## src/rtl/csr_regfile.sv

```systemverilog
// csr_regfile: mask-driven CSR register file with byte strobes, lock errors and a response FIFO
module csr_regfile #(
  parameter int unsigned CsrDataWidth = 32,
  parameter int unsigned CsrAddrWidth = 32,
  parameter int unsigned NumRegs      = 16,
  parameter int unsigned RspFifoDepth = 2,
  parameter logic [NumRegs-1:0][CsrDataWidth-1:0] RwMask    = '1,
  parameter logic [NumRegs-1:0][CsrDataWidth-1:0] PulseMask = '0,
  parameter logic [NumRegs-1:0][CsrDataWidth-1:0] RoMask    = '0,
  parameter logic [NumRegs-1:0][CsrDataWidth-1:0] ResetVal  = '0,
  parameter logic [NumRegs-1:0]                   LockMask  = '0
) (
  input  logic                                   clk_i,
  input  logic                                   rst_ni,
  input  logic [CsrDataWidth-1:0]                csr_req_data_i,
  input  logic [CsrDataWidth/8-1:0]              csr_req_strb_i,
  input  logic [CsrAddrWidth-1:0]                csr_req_addr_i,
  input  logic                                   csr_req_write_i,
  input  logic                                   csr_req_valid_i,
  output logic                                   csr_req_ready_o,
  output logic [CsrDataWidth-1:0]                csr_rsp_data_o,
  output logic                                   csr_rsp_err_o,
  output logic                                   csr_rsp_valid_o,
  input  logic                                   csr_rsp_ready_i,
  input  logic                                   csr_busy_i,
  output logic [NumRegs-1:0][CsrDataWidth-1:0]   reg_q_o,
  output logic [NumRegs-1:0][CsrDataWidth-1:0]   reg_pulse_o,
  output logic [NumRegs-1:0]                     reg_wr_o,
  input  logic [NumRegs-1:0][CsrDataWidth-1:0]   reg_ro_i
);

  localparam int unsigned PtrW = RspFifoDepth > 1 ? $clog2(RspFifoDepth) : 1;
  localparam int unsigned CntW = $clog2(RspFifoDepth + 1);

  logic [NumRegs-1:0][CsrDataWidth-1:0]  reg_q, reg_d;
  logic [RspFifoDepth-1:0][CsrDataWidth:0] mem_q, mem_d;
  logic [CntW-1:0]         cnt_q, cnt_d;
  logic [PtrW-1:0]         wr_ptr_q, wr_ptr_d, rd_ptr_q, rd_ptr_d;
  logic [CsrDataWidth-1:0] bmask, rd_data, push_data;
  logic [NumRegs-1:0]      hit, wr_hit;
  logic                    accept, err, locked, wr_ok, pop;

  assign csr_req_ready_o = cnt_q < CntW'(RspFifoDepth);
  assign accept          = csr_req_valid_i & csr_req_ready_o;
  assign locked          = csr_req_write_i & csr_busy_i & |(hit & LockMask);
  assign err             = ~(|hit) | locked;
  assign wr_ok           = accept & csr_req_write_i & ~err;
  assign wr_hit          = hit & {NumRegs{wr_ok}};
  assign push_data       = (csr_req_write_i | err) ? '0 : rd_data;
  assign pop             = csr_rsp_valid_o & csr_rsp_ready_i;
  assign csr_rsp_valid_o = cnt_q != '0;
  assign csr_rsp_data_o  = csr_rsp_valid_o ? mem_q[rd_ptr_q][CsrDataWidth-1:0] : '0;
  assign csr_rsp_err_o   = csr_rsp_valid_o & mem_q[rd_ptr_q][CsrDataWidth];
  assign reg_q_o         = reg_q;
  assign reg_wr_o        = wr_hit;

  // Address decode, byte-strobe expansion and read-data mux
  always_comb begin
    bmask = '0;
    hit = '0;
    rd_data = '0;
    for (int b = 0; b < CsrDataWidth; b++) bmask[b] = csr_req_strb_i[b/8];
    for (int i = 0; i < NumRegs; i++) begin
      hit[i] = csr_req_addr_i == CsrAddrWidth'(i);
      rd_data |= hit[i] ? ((reg_q[i] & RwMask[i]) | (reg_ro_i[i] & RoMask[i])) : '0;
    end
  end

  // Strobed update of RW bits and combinational write pulses
  always_comb begin
    reg_d = reg_q;
    reg_pulse_o = '0;
    for (int i = 0; i < NumRegs; i++) begin
      reg_d[i] = wr_hit[i] ? (reg_q[i] & ~(bmask & RwMask[i])) | (csr_req_data_i & bmask & RwMask[i]) : reg_q[i];
      reg_pulse_o[i] = wr_hit[i] ? (csr_req_data_i & bmask & PulseMask[i]) : '0;
    end
  end

  // Response FIFO next state; a full FIFO never accepts, so push implies space
  always_comb begin
    mem_d = mem_q;
    if (accept) mem_d[wr_ptr_q] = {err, push_data};
    wr_ptr_d = accept ? ((wr_ptr_q == PtrW'(RspFifoDepth - 1)) ? '0 : wr_ptr_q + 1'b1) : wr_ptr_q;
    rd_ptr_d = pop ? ((rd_ptr_q == PtrW'(RspFifoDepth - 1)) ? '0 : rd_ptr_q + 1'b1) : rd_ptr_q;
    cnt_d = cnt_q + CntW'(accept) - CntW'(pop);
  end

  // State registers; reset flushes any outstanding responses
  always_ff @(posedge clk_i or negedge rst_ni) begin
    if (!rst_ni) begin
      reg_q    <= ResetVal & RwMask;
      mem_q    <= '0;
      cnt_q    <= '0;
      wr_ptr_q <= '0;
      rd_ptr_q <= '0;
    end else begin
      reg_q    <= reg_d;
      mem_q    <= mem_d;
      cnt_q    <= cnt_d;
      wr_ptr_q <= wr_ptr_d;
      rd_ptr_q <= rd_ptr_d;
    end
  end

endmodule
```

## config.mk

```make
export PLATFORM = sky130hd
export DESIGN_NAME = csr_regfile
export DESIGN_NICKNAME = d
export VERILOG_FILES = /design/src/rtl/csr_regfile.sv
export SDC_FILE = /design/constraint.sdc
export NUM_CORES = 1
export LEC_CHECK = 0
export CORE_AREA = 2 2 648 650
export DETAILED_ROUTE_END_ITERATION = 6
export DIE_AREA = 0 0 650 652
export PLACE_DENSITY = 0.3
export SYNTH_ARGS = -nofsm -noshare
export SYNTH_HDL_FRONTEND = slang
export SYNTH_SLANG_ARGS = --single-unit
```

## constraint.sdc

```tcl
create_clock -name clk_i -period 7.31 [get_ports clk_i]
set_input_delay 1.462 -clock clk_i [delete_from_list [all_inputs] [get_ports clk_i]]
set_output_delay 1.462 -clock clk_i [all_outputs]
set_load 0.05 [all_outputs]
```

==> results of run 1 <==
-- report_power, final --
part	internal (mW)	total [mW]	switching, mW
combinational	0.140	1.08	0.940
clock	2.37	4.14	1.77
sequential	3.24	3.32	0.0739
total	5.75	8.53	2.78
-- worst min-delay path: stages (launching register included) --
cell	delay, ns
sky130_fd_sc_hd__dfrtp_1	0.34
sky130_fd_sc_hd__nand2_1	0.04
sky130_fd_sc_hd__o21ai_0	0.06
-- layer usage --
layer  GRT usage, %  share of wire, %  vias to the layer above
met1           9.52                36                    11700
met3           2.33               6.3                      205
met2           17.4                54                     1020
met5              0                 0                        -
met4           3.53               4.2                        0
li1               -                 -                     9294
-- through the flow --
step	setup WS (ns)	hold WS, ns
2_1_floorplan	1.37	0.449
3_3_place_gp	0.905	0.468
3_5_place_dp	0.922	0.469
4_1_cts	1.17	0.483
5_1_grt	1.08	0.499
6_report	1.21	0.474
-- worst paths after layout --
check / cells after the start / endpoint / from
worst min-delay path: 2 / mem_q[37]$_DFFE_PN0P_ / mem_q[37]$_DFFE_PN0P_
worst max-delay path: 8 / reg_wr_o[2] / csr_req_addr_i[29]
min in group asynchronous: 1 / async pin / rst_ni
max in group asynchronous: 2 / async pin / rst_ni
worst max register to register: 7 / register / cnt_q[1]$_DFF_PN0_
worst min register to register: 2 / mem_q[37]$_DFFE_PN0P_ / mem_q[37]$_DFFE_PN0P_
-- final cells by class --
class,count,area (um2)
diodes,9,22.5
clock buffers,100,2120
fillers,47500,372000
clock inverters,37,547
multi-input cells,1767,12800
flip-flops and latches,582,14600
repair buffers,744,7490
inverters,5,18.8
well taps,5497,6880
-- logic make-up after synthesis --
kind of cell | share of synthesized area (%)
mux | 20.6
buf+inv | 14.8
other cells | 0.0127
compound gates | 8.22
simple gates | 6.98
flops | 49.2
fa+ha+maj | 0.0844
xor+xnor | 0.118
-- cells in the final DEF, fill, tap and decap left out, types with 34 or more instances in the layout --
cell and n:
sky130_fd_sc_hd__a221oi_1 34, sky130_fd_sc_hd__a222oi_1 42, sky130_fd_sc_hd__a22o_1 34, sky130_fd_sc_hd__a22oi_1 90, sky130_fd_sc_hd__buf_4 97, sky130_fd_sc_hd__clkbuf_16 78, sky130_fd_sc_hd__clkdlybuf4s50_1 616, sky130_fd_sc_hd__conb_1 512
sky130_fd_sc_hd__dfrtp_1 581, sky130_fd_sc_hd__mux2_1 34, sky130_fd_sc_hd__mux2_2 477, sky130_fd_sc_hd__mux2i_1 35, sky130_fd_sc_hd__nand2_1 142, sky130_fd_sc_hd__nor2_1 43, sky130_fd_sc_hd__o21ai_0 40, sky130_fd_sc_hd__o21ai_1 47
==> results.txt, run 1 <==
- Placeable core region: 416000 um2
- Maximum clock path buffer count: 3
- The number of slew-limit violations in the final report was 0.
- Part of the Yosys area used for sequential elements: 49.2%
* Post-CTS clock slew at the launch and capture registers of the worst setup and hold paths: 0.05 ns
- Dpl cell area: ~42000 um2
- Yosys mapped the design onto 54 distinct sky130hd cell types.
- CP max FO: 33
* Max-slew headroom at the worst pin: 17.6%
* Routability congestion estimate: 0.755
- Across the run, the number of max-cap violations was 0.
- Buffers placed on the I/O ports in this run total 635.
- The die covers 424000 um2.
* Final critical-path required period: roughly 6.1 ns
- Power Total: 8.53 mW
- After the first detailed-routing iteration, the DRC count stood at 1302.
- Entering global routing, the biggest net connects 152 pins.
* Vias in the first global route: 22.4k
* Cells after Synth: approximately 2.5k
- Once layout is done, the placed cells without fillers occupy approximately 44000 um2.
- Number of flops mapped to enable cells by yosys: 0
* First drt pass iteration count: 7
- Setup total negative slack on the finished layout was measured at 0 ns.
* Wirelength per Cell: between 20 and 25 um
* Leak pwr: 18.2 nW
- The cell family contributing the most delay on the critical path is simple AND/OR/NAND/NOR gates.
* Final nets: 3766
* Setup violations, final: 0
- Most used standard cells in the synthesized netlist: sky130_fd_sc_hd__dfrtp_1 (582), sky130_fd_sc_hd__buf_4 (514), sky130_fd_sc_hd__mux2_2 (477)
- Via count: approximately 22k
- Part of the cycle the worst path needs: 83.5%
- Hold WC Path Type: register to register
- Area share of the leading cell type in the synthesized netlist: between 40% and 50%
- Number of placed instances with taps included: 8595
- For this run, the leading register cell type out of synthesis is sky130_fd_sc_hd__dfrtp_1.
- The run finished with clean final reports.
- The critical path goes through clkdlybuf4s50_1, nor4_1, nand4_1, buf_4, nor2_8, nand2_1, nor4_1, buf_12.
- Proportion of layout cells with a drive suffix above 1: 25.6%
- In the synthesized netlist the async set-or-reset flop fraction comes to 100%.
- Buffers inserted during clock tree synthesis total 78.
- TritonCTS clock tree: done
- Number of rows created at floorplan: 237
* Clk Tree Root Cell: sky130_fd_sc_hd__clkbuf_16
- First-pass GRT wire length: 253000 um
- Once detailed placement completed, the half-perimeter wirelength came to 154000 um.
- Antenna violations before repair: 28
* Setup repair after global routing missed its margin: false
- Netlist area before placement: between 20000 and 30000 um2
* Pwr dens: 192 nW/um2
- Global routing finished with a remaining overflow of 0.
* Layout Cells excl Fill: about 8.7k
* Sink Count: 582
- At the worst endpoint, the required time is 5.85 ns.
- Once detail routing completed, the nets flagged for antenna violations numbered 0.
- Number of register bits inferred by synthesis: 582
* Critical Path Source Type: input pin
- Cell with the most instances on the worst path: sky130_fd_sc_hd__nor4_1
- Finished Core Util: 10.7%
- Data on the critical path arrives at its endpoint at 4.64 ns.
- Gates resized during post-CTS repair numbered 0.
- The worst setup path is captured at an output pin.
- Dominant cell by count in the synthesized netlist: sky130_fd_sc_hd__dfrtp_1
- Hold buffer count at CTS: 0
- GRT Util Overall: 9.15%
- Transition time at the pin with the least slew margin: 1.21 ns
- The number of endpoints with negative hold slack in the final report was 0.
* Synthesized area per cell: 11.9 um2
- Fmax: approximately 160 MHz
* Worst R2R Setup Slack: 4.29 ns
- The synthesized design spends more area on one cell type than any other, namely sky130_fd_sc_hd__dfrtp_1.
* Initial core utilization: 7.12%
- The clock arrives with about 0.041 ns of skew.
* Slowest Stage Delay on Critical Path: 0.61 ns
- Ports placed on the boundary: 1661
* Die span in x: 650 um
* Routed Wire Length: 201000 um
* CTS HTree Levels: 3
- Slowest-stage cell, CP: sky130_fd_sc_hd__nor4_1
- Yosys warning count: 0
* Total setup buffers inserted after CTS: 0
- Area contributors post-synth: sky130_fd_sc_hd__dfrtp_1 (49%), sky130_fd_sc_hd__mux2_2 (18%), sky130_fd_sc_hd__buf_4 (13%)
- After detailed routing, the number of vias per cell comes to 2.55.
- Vert. Die Dim: 652 um
* DRC errors left: 0
* Buffers and inverters on the worst path: 3
- By startpoint and endpoint, the worst setup path is classified as input pin to output pin.
* Worst VDD drop: 0.146 mV
- The area growth from synthesis to layout is 49.9%.
- Worst-skew pair later-pin latency: 0.70 ns
(Power assumes the default switching activity.)
==> run 2: changes to the inputs <==
--- a/config.mk
+++ b/config.mk
@@ -5,9 +5,9 @@
 export SDC_FILE = /design/constraint.sdc
 export NUM_CORES = 1
 export LEC_CHECK = 0
-export CORE_AREA = 2 2 648 650
+export CORE_AREA = 2 2 653 655
 export DETAILED_ROUTE_END_ITERATION = 6
-export DIE_AREA = 0 0 650 652
+export DIE_AREA = 0 0 655 657
 export PLACE_DENSITY = 0.3
 export SYNTH_ARGS = -nofsm -noshare
 export SYNTH_HDL_FRONTEND = slang
==> constraint.sdc (replaced) <==
create_clock -name clk_i -period 5.65 [get_ports clk_i]
set_input_delay 1.13 -clock clk_i [delete_from_list [all_inputs] [get_ports clk_i]]
set_output_delay 1.13 -clock clk_i [all_outputs]
set_load 0.05 [all_outputs]
==> run 2 against run 1 <==
Against the previous run:
- clock power up 23%
- clock skew up 0.011 ns
- highest routed layer is now met5
- critical path type unchanged
- worst hold slack better by 0.0060 ns
==> results.txt, run 2 (synthesized netlist as in run 1, its figures left out) <==
* Outcome: complete, no violations
- Cell with the most instances on the worst path: sky130_fd_sc_hd__nor4_1
* Slowest Stage Delay on Critical Path: 0.60 ns
- The critical path in this run is classified as input pin to output pin.
- Post-CTS clock slew at the launch and capture registers of the worst setup and hold paths: ~0.06 ns
- CP max FO: 33
- Setup repair after global routing could not meet its margin everywhere.
- Using the TritonRoute via totals, the vias-per-cell ratio works out to ~2.5.
* Max-cap violations: 0
- Power Total: between 10 and 15 mW
- Final nets: 3814
- Fraction of power spent switching nets: 32.4%
* Number of hold-slack violations in the final timing report: 0
- Max-slew headroom at the worst pin: 7.20%
* Part of the total power dissipated in sequential elements: 39.7%
* Die area: approximately 430000 um2
* DRC errors left: 0
- Measured along the x axis, the die boundary spans 655 um.
* Internal: 7.29 mW
* TritonCTS clock tree: done
- No sink is reached through more buffers than the 3 on the longest clock path.
- Routability congestion estimate: 0.747
* Ports placed on the boundary: 1661
- For the worst setup path, the data arrival time is roughly 4.4 ns.
- Global routing finished with a remaining overflow of 0.
- First-pass GRT wire length: approximately 250000 um
* Slowest-stage cell, CP: sky130_fd_sc_hd__nand4_1
* Count of pins over their slew limit: 0
* Worst setup EP type: output pin
- Proportion of layout cells with a drive suffix above 1: 26.4%
* Worst-skew pair later-pin latency: 0.70 ns
* Total setup buffers inserted after CTS: 0
- From bottom edge to top edge, the die measures 657 um.
- In this run the standard cell core region covers 423000 um2.
* Final critical-path required period: about 5.5 ns
* I/O Buffers: 635
* Final Instance Area: 45100 um2
- Via count: 22.5k
- Summed over all nets, the switching power comes to 3.49 mW.
- Detailed placement finished with a half-perimeter wire length of 156000 um.
- From synthesis to final layout, the design area changed by 52.3%.
- In the layout the commonest cells are sky130_fd_sc_hd__clkdlybuf4s50_1 (616), sky130_fd_sc_hd__dfrtp_1 (581), sky130_fd_sc_hd__conb_1 (512), sky130_fd_sc_hd__mux2_2 (477), sky130_fd_sc_hd__nand2_1 (142).
* Clk_skew: between 0.05 and 0.06 ns
- Detailed router's first-iteration violation count: 1327
- Portion of total power attributed to combinational logic: 13.1%
- Register Area: 14600 um2
* Final setup slack of the worst path: about 0.13 ns
* Most common library cell in the layout ignoring fill and taps: sky130_fd_sc_hd__clkdlybuf4s50_1
* Clock power share: roughly 47%
- Wirelength per Cell: 22.3 um
- Summed over all layers, the routed wires come to 200000 um.
- Category of cells accounting for the largest share of critical-path delay: simple AND/OR/NAND/NOR gates
- Pin count of the biggest net entering global routing: 120
- FILL cells: 48.3k
* Leak pwr: 18.4 nW
- Buffers and inverters on the worst path: 4
* Critical Path Source Type: input pin
- For the pin with the worst max-slew slack, the measured transition is 1.39 ns.
- The initial utilization of the core area, before any placement, comes to 7.01%.
- Hold WC Path Type: register to register
* Combined area of the multi-input logic cells: approximately 13000 um2
- Before antenna repair, the detailed router went through 7 iterations.
- In this run, CTS created clock tree buffers numbering 76.
- CTS built an H-tree with a depth of 3.
- Antenna violations before repair: 29
- Antenna violation net count after detailed routing: 0
- Pwr dens: 239 nW/um2
- Across all hold checks on the routed design, the worst slack comes to approximately 0.48 ns.
- Dpl cell area: 42500 um2
* Part of the cycle the worst path needs: 97.6%
- Fmax: 181 MHz
- Data required time of the worst path: 4.52 ns
- Clock tree synthesis selected as its root buffer the cell sky130_fd_sc_hd__clkbuf_16.
- In this run the core area contains between 200 and 250 standard-cell rows.
* Worst VDD drop: 0.200 mV
- Traced cell by cell, the critical path runs through clkdlybuf4s50_1, nor4_1, nand4_1, buf_8, nor2_8, nand2_1, nor4_1, buf_4, buf_12.
- Global routing used between 9 and 10% of the available tracks across all layers.
* Setup violations, final: 0
- The via count of the first global-routing pass was 22.8k.
- Worst setup slack before clock tree synthesis: 0.0618 ns
- For the final routed database, the setup TNS stands at 0 ns.
- Sink Count: 582
[run 2: routing by layer]
metal  routed length (um)  GRT usage (%)  share of wire [%]
met5                   13              0             0.0065
met4                 8010           3.32                4.0
met3                13300           2.34                6.7
met2               107000           17.0                 54
met1                71400           9.42                 36
[run 2: power groups by stage]
stage	Sequential [mW]	Clock (mW)	Combinational, mW
global placement	4.36	0	1.45
finish	4.28	5.09	1.41
detailed placement	4.36	0	1.45
CTS	4.29	5.33	1.45
floorplan	4.28	0	1.34
global route	4.29	5.47	1.52
[run 2: what timing repair did]
item / 4_1_cts / 5_1_grt
endpoints found under the hold margin: 0 / 0
gates resized for setup: 0 / 3
endpoints found under the setup margin: 0 / 3
hold buffers: 0 / 0
[run 2: final cells by class]
| cell class | instances | area share (%) |
|---|---|---|
| Timing Repair Buffer | 794 | 17.9 |
| Inverter | 5 | 0.0416 |
| Clock inverter | 21 | 0.849 |
| Antenna cell | 15 | 0.0832 |
| Multi-Input combinational cell | 1767 | 28.3 |
| Tap cell | 5663 | 15.7 |
| Sequential cell | 582 | 32.3 |
| Clock buffer | 110 | 4.83 |
[run 2: stage by stage]
stage	instances	utilization, %
floorplan	2995	-
global placement	8810	10.1
detailed placement	8810	10.1
CTS	8941	10.7
global route	8943	10.7
finish	8957	10.7
[run 2: path summary, 6_finish.rpt]
kind	start	to	slack (ns)	cells past startpoint
worst max-delay path	csr_req_addr_i[17]	reg_wr_o[7]	0.13	9
worst min-delay path	mem_q[32]$_DFFE_PN0P_	mem_q[32]$_DFFE_PN0P_	0.48	2
worst max register to register	cnt_q[1]$_DFF_PN0_	register	2.70	7
worst min register to register	mem_q[32]$_DFFE_PN0P_	mem_q[32]$_DFFE_PN0P_	0.48	2
max in group asynchronous	rst_ni	async pin	3.64	2
min in group asynchronous	rst_ni	async pin	0.49	1
[run 2: worst reg2reg max path: cells and delay by family (launching register included)]
family,cells,cell delay [ns]
muxes,1,0.49
DFF,1,0.35
buffers and inverters,2,0.45
and+or+nand+nor,4,1.50
